$ cat config.mk
export PLATFORM = sky130hd
export DESIGN_NAME = fetch_pc
export DESIGN_NICKNAME = d
export VERILOG_FILES = /design/src/rtl/fetch_pkg.sv /design/src/rtl/cla16b.sv /design/src/rtl/fetch_pc.sv
export SDC_FILE = /design/constraint.sdc
export NUM_CORES = 1
export LEC_CHECK = 0
export CAP_MARGIN = 40
export CORE_ASPECT_RATIO = 0.7
export CORE_UTILIZATION = 60
export DETAILED_ROUTE_END_ITERATION = 10
export DONT_BUFFER_PORTS = 1
export HOLD_SLACK_MARGIN = 0.1
export PLACE_DENSITY = 0.76
export SLEW_MARGIN = 20
export SYNTH_ARGS = -nofsm -noshare
export SYNTH_HDL_FRONTEND = slang
export SYNTH_SLANG_ARGS = --single-unit
$ cat constraint.sdc
create_clock -name clk -period 2.4 [get_ports clk]
set_input_delay 0.12 -clock clk [delete_from_list [all_inputs] [get_ports clk]]
set_output_delay 0.12 -clock clk [all_outputs]
set_load 0.05 [all_outputs]
$ cat src/rtl/fetch_pkg.sv
// Shared definitions for the fetch-stage PC unit.
// State encoding, HALT opcode and PC increment.
package fetch_pkg;

  typedef enum logic [1:0] {
    REQ    = 2'd0,
    WAIT   = 2'd1,
    HALTED = 2'd2
  } state_t;

  localparam logic [4:0]  HALT_OP = 5'b00000;
  localparam logic [15:0] PC_INC  = 16'h0002;

endpackage

$ cat src/rtl/cla16b.sv
// 16-bit carry-lookahead adder, four 4-bit groups.
// Ports: a, b, c_in in; sum, c_out out.
module cla16b (
  input  logic [15:0] a,
  input  logic [15:0] b,
  input  logic        c_in,
  output logic [15:0] sum,
  output logic        c_out
);

  logic [15:0] g;
  logic [15:0] p;
  logic [16:0] c;
  logic [4:0]  gc;
  logic        gg;
  logic        gp;

  always_comb begin
    g  = a & b;
    p  = a ^ b;
    c  = '0;
    gc = '0;
    gg = 1'b0;
    gp = 1'b0;
    gc[0] = c_in;
    for (int k = 0; k < 4; k++) begin
      // group generate/propagate give the carry into the next group
      gg = g[4*k+3]
         | (p[4*k+3] & g[4*k+2])
         | (p[4*k+3] & p[4*k+2] & g[4*k+1])
         | ((&p[4*k+1 +: 3]) & g[4*k]);
      gp = &p[4*k +: 4];
      gc[k+1] = gg | (gp & gc[k]);
      c[4*k] = gc[k];
      for (int i = 0; i < 3; i++) begin
        c[4*k+i+1] = g[4*k+i] | (p[4*k+i] & c[4*k+i]);
      end
      c[4*k+4] = gc[k+1];
    end
  end

  assign sum   = p ^ c[15:0];
  assign c_out = gc[4];

endmodule

$ cat src/rtl/fetch_pc.sv
// Fetch-stage PC unit: one-outstanding imem requests, one-entry output buffer.
// Ports: clk, rst, redirect_*, imem_* request/response, if_* to decode, halted, err.
module fetch_pc
  import fetch_pkg::*;
#(
  parameter logic [15:0] RESET_PC = 16'h0000,
  parameter int          TIMEOUT  = 32
) (
  input  logic        clk,
  input  logic        rst,
  input  logic        redirect_valid,
  input  logic [15:0] redirect_pc,
  output logic        imem_req,
  output logic [15:0] imem_addr,
  input  logic        imem_done,
  input  logic [15:0] imem_data,
  output logic        if_valid,
  input  logic        if_ready,
  output logic [15:0] if_instr,
  output logic [15:0] if_pc,
  output logic [15:0] if_pc_plus2,
  output logic        halted,
  output logic        err
);

  localparam int CW = $clog2(TIMEOUT + 1);
  localparam logic [CW-1:0] TMAX = CW'(TIMEOUT);
  localparam logic [CW-1:0] TM1  = CW'(TIMEOUT - 1);

  state_t        state;
  state_t        state_nx;
  logic [15:0]   pc;
  logic [15:0]   pc_inc;
  logic          squash;
  logic [CW-1:0] cnt;
  logic          take;
  logic          is_halt;
  logic          unused_cout;

  cla16b u_add (
    .a     (pc),
    .b     (PC_INC),
    .c_in  (1'b0),
    .sum   (pc_inc),
    .c_out (unused_cout)
  );

  assign is_halt   = imem_data[15:11] == HALT_OP;
  assign imem_addr = pc;

  always_ff @(posedge clk or posedge rst) begin
    if (rst) state <= REQ;
    else     state <= state_nx;
  end

  always_comb begin
    state_nx = state;
    imem_req = 1'b0;
    take     = 1'b0;
    unique case (state)
      REQ: begin
        if ((!if_valid || if_ready) && !redirect_valid) begin
          imem_req = !rst;
          state_nx = WAIT;
        end
      end
      WAIT: begin
        if (imem_done) begin
          // squashed or redirected data is dropped
          take     = !squash && !redirect_valid;
          state_nx = (take && is_halt) ? HALTED : REQ;
        end
      end
      HALTED: begin
        if (redirect_valid) state_nx = REQ;
      end
      default: state_nx = REQ;
    endcase
  end

  always_ff @(posedge clk or posedge rst) begin
    if (rst) begin
      pc          <= RESET_PC;
      if_valid    <= 1'b0;
      if_instr    <= '0;
      if_pc       <= '0;
      if_pc_plus2 <= '0;
      halted      <= 1'b0;
      err         <= 1'b0;
      squash      <= 1'b0;
      cnt         <= '0;
    end else begin
      halted <= state_nx == HALTED;
      if (redirect_valid) begin
        pc       <= {redirect_pc[15:1], 1'b0};
        if_valid <= 1'b0;
        if (redirect_pc[0]) err <= 1'b1;
      end else if (take) begin
        pc          <= pc_inc;
        if_valid    <= 1'b1;
        if_instr    <= imem_data;
        if_pc       <= pc;
        if_pc_plus2 <= pc_inc;
      end else if (if_valid && if_ready) begin
        if_valid <= 1'b0;
      end
      if (state == WAIT) begin
        if (imem_done)           squash <= 1'b0;
        else if (redirect_valid) squash <= 1'b1;
      end else begin
        squash <= 1'b0;
      end
      if (state == WAIT && !imem_done) begin
        if (cnt != TMAX) cnt <= cnt + CW'(1);
        if (cnt == TM1)  err <= 1'b1;
      end else begin
        cnt <= '0;
      end
    end
  end

endmodule

==> metrics.cfg <==
[run_status]
outcome = finished clean

[synthesis]
ys_ff_latch = 73
ys_types = 34
synth_area_leaders = dfrtp_1 56%, mux2_1 16%, ha_1 4.6%
syn_inst = 250
synth_flop_cell = dfrtp_1
yosysSeqAreaShare_pct = 56.02
yosys_warnings = 0
syn_area_um2 = 3261
synth_top_area_cell = dfrtp_1
synth_edf_count = 0
synth_top_cell_area_share_pct = 56.02
async_flop_share_pct = 100.0
syn_avg_cell_area_um2 = 13.04

[placed_design]
routabilityCongestion = 0.7496
pre_cts_ws_ns = 0.5527
numPortBuffers = 0
hpwl_um = 4157

[timing]
worst_slack_ns = 0.3054
holdWs_ns = 0.1146
period_needed_ns = 2.095
finalSetupViolCount = 0
final-hold-violation-count = 0
slew_violations = 0
tightestPinTransition_ns = 0.5471
rsz0062_at_grt = false
skew_ns = 0.008227
fin_tns_setup_ns = 0
finalCritPeriodShare_pct = 87.28
max_freq_ghz = 0.4774
maxSlewHeadroom_pct = 63.52

[worst_setup_path]
crit_path_max_fanout = 28
crit_chain = nor4bb_4, and2_2, buf_4, a221o_1, dlygate4sd3_1
slowest_stage = dlygate4sd3_1
cp.arrival_ns = 2.38
startpoint_type = flip-flop
cp.required_ns = 2.68
cp_num_buf_inv = 2
slowest_delay_ns = 0.54
cp-end-kind = flip-flop
criticalPathCategory = flip-flop to flip-flop
worst_path_dominant_cell_family = buffers and inverters

[finish]
final_common_cell = dfrtp_1
n_antenna_cell = 0
fin_nets = 351
multiInputGateArea_um2 = 1297
area_delta_synth_final_pct = 23.37
layout_common_cells = 73 x dfrtp_1, 45 x mux2_1, 39 x dlygate4sd3_1
final.fill_count = 339
seq_area_um2 = 1827
final_layout_size_suffix_gt1_share_pct = 12.05

[die]
die_y_um = 63.68
rows = 22
die_width_um = 90.11
dieArea_um2 = 5738
ioPinCount = 105
initial_utilization_pct = 62.34
core_um2 = 5230

[clock_network]
h-tree-depth = 3
cts_tree = yes
cts_buffer_depth = 2
cts_sinks = 73
cts_root_buf = clkbuf_8
cts_setup_buffers = 0
insertion_delay_ns = 0.35
cts_made_buffers = 9
clkTransAtPathRegs_ns = 0.07

[flow_run]
drv_cap = 0

[global_routing]
antenna_found_initial = 0
grtUsageTotal_pct = 24.89
grt_max_degree = 34
grt-ovfl-total = 0
grt_pass1_vias = 2219
grt_pass1_wl_um = 10690

[power_and_ir_drop]
irDropWorstVdd_mv = 0.7331
power.density_nw_per_um2 = 1189
p_leak_uw = 0.001817

[routing]
num_vias = 2141
drt-total-wl_um = 6449
via_per_inst = 5.649
antenna_left = 0
dr.pass1.iters = 4
route.detailed.drc = 0
wl_per_cell_um = 17.02
first_iter_violations = 80

[hold_path]
hp-class = primary input to flip-flop

## report_power, final
| group | switching (uW) | internal (uW) |
|---|---|---|
| sequential | 1440 | 1570 |
| clock | 447 | 638 |
| combinational | 354 | 335 |
## state kept, by name, summed over array words and instances, names as in the netlist
| signal | cells |
|---|---|
| if_valid | 1 |
| imem_addr | 15 |
| cnt | 6 |
| if_pc_plus2 | 15 |
| if_pc | 15 |
| state | 2 |
| halted | 1 |
| err | 1 |
| squash | 1 |
| if_instr | 16 |
## synthesized netlist by cell type (all sizes together), types with 2 or more instances
cell type	count
nand2	6
nor3b	11
a32o	2
dfrtp	73
nor3	4
a221o	10
nand3	4
or3	2
clkbuf	6
buf	12
xor2	5
and3	5
mux2i	2
o21ai	2
nand2b	6
xnor2	3
a21oi	9
nor2	7
o31a	4
nand4	2
ha	12
mux2	45
inv	10
## stage by stage
step	std cells	util [%]	power (uW)	cell area, um2
floorplan	252	-	3478	3268
global placement	323	64.69	3620	3383
CTS	379	76.91	4811	4023
global route	379	76.91	4978	4023
detailed placement	323	64.69	3658	3383
finish	379	76.91	4782	4023
## tightest hold or removal path, stage by stage
cell      delay [ns]
nand2b_1        0.15
nand3_1         0.09
a21oi_1         0.06
## timing repair
| action | in CTS | in global routing |
|---|---|---|
| hold endpoints to repair | 79 | 0 |
| resized for setup | 0 | 0 |
| hold buffers | 40 | 0 |
## kinds of logic after synthesis
logic type,share of synthesized area (%)
flip-flops,56.02
AND/OR/NAND/NOR,9.517
multiplexers,16.16
buffers and inverters,4.720
AO/OA/AOI/OAI,6.715
adder cells (fa/ha/maj),4.605
XOR/XNOR,2.149
other,0.1150
## path summary, 6_finish.rpt
check / cells after the start / start / slack [ns] / endpoint
hold reg to reg: 1 / cnt[5] / 0.51 / err
hold / removal: 3 / if_ready / 0.11 / state[0]
max in group asynchronous: 3 / rst / 1.52 / imem_addr[4]
setup / recovery: 5 / state[1] / 0.31 / imem_addr[5]
min in group asynchronous: 2 / rst / 0.24 / squash
setup reg to reg: 5 / state[1] / 0.31 / imem_addr[5]
## layout make-up
cell class	count	area share, %
Clock inverter	5	1.928
Sequential cell	73	45.41
Timing Repair Buffer	57	13.37
Tap cell	72	2.240
Clock buffer	11	3.764
Multi-Input combinational cell	150	32.25
Inverter	11	1.026
## layer usage
layer | track usage, % | part of all wire (%)
met1 | 30.83 | 42
met2 | 39.03 | 47
met3 | 11.71 | 9.4
met4 | 7.661 | 1.4
met5 | 0 | 0
Note: power is estimated with default switching activity, not from simulation.
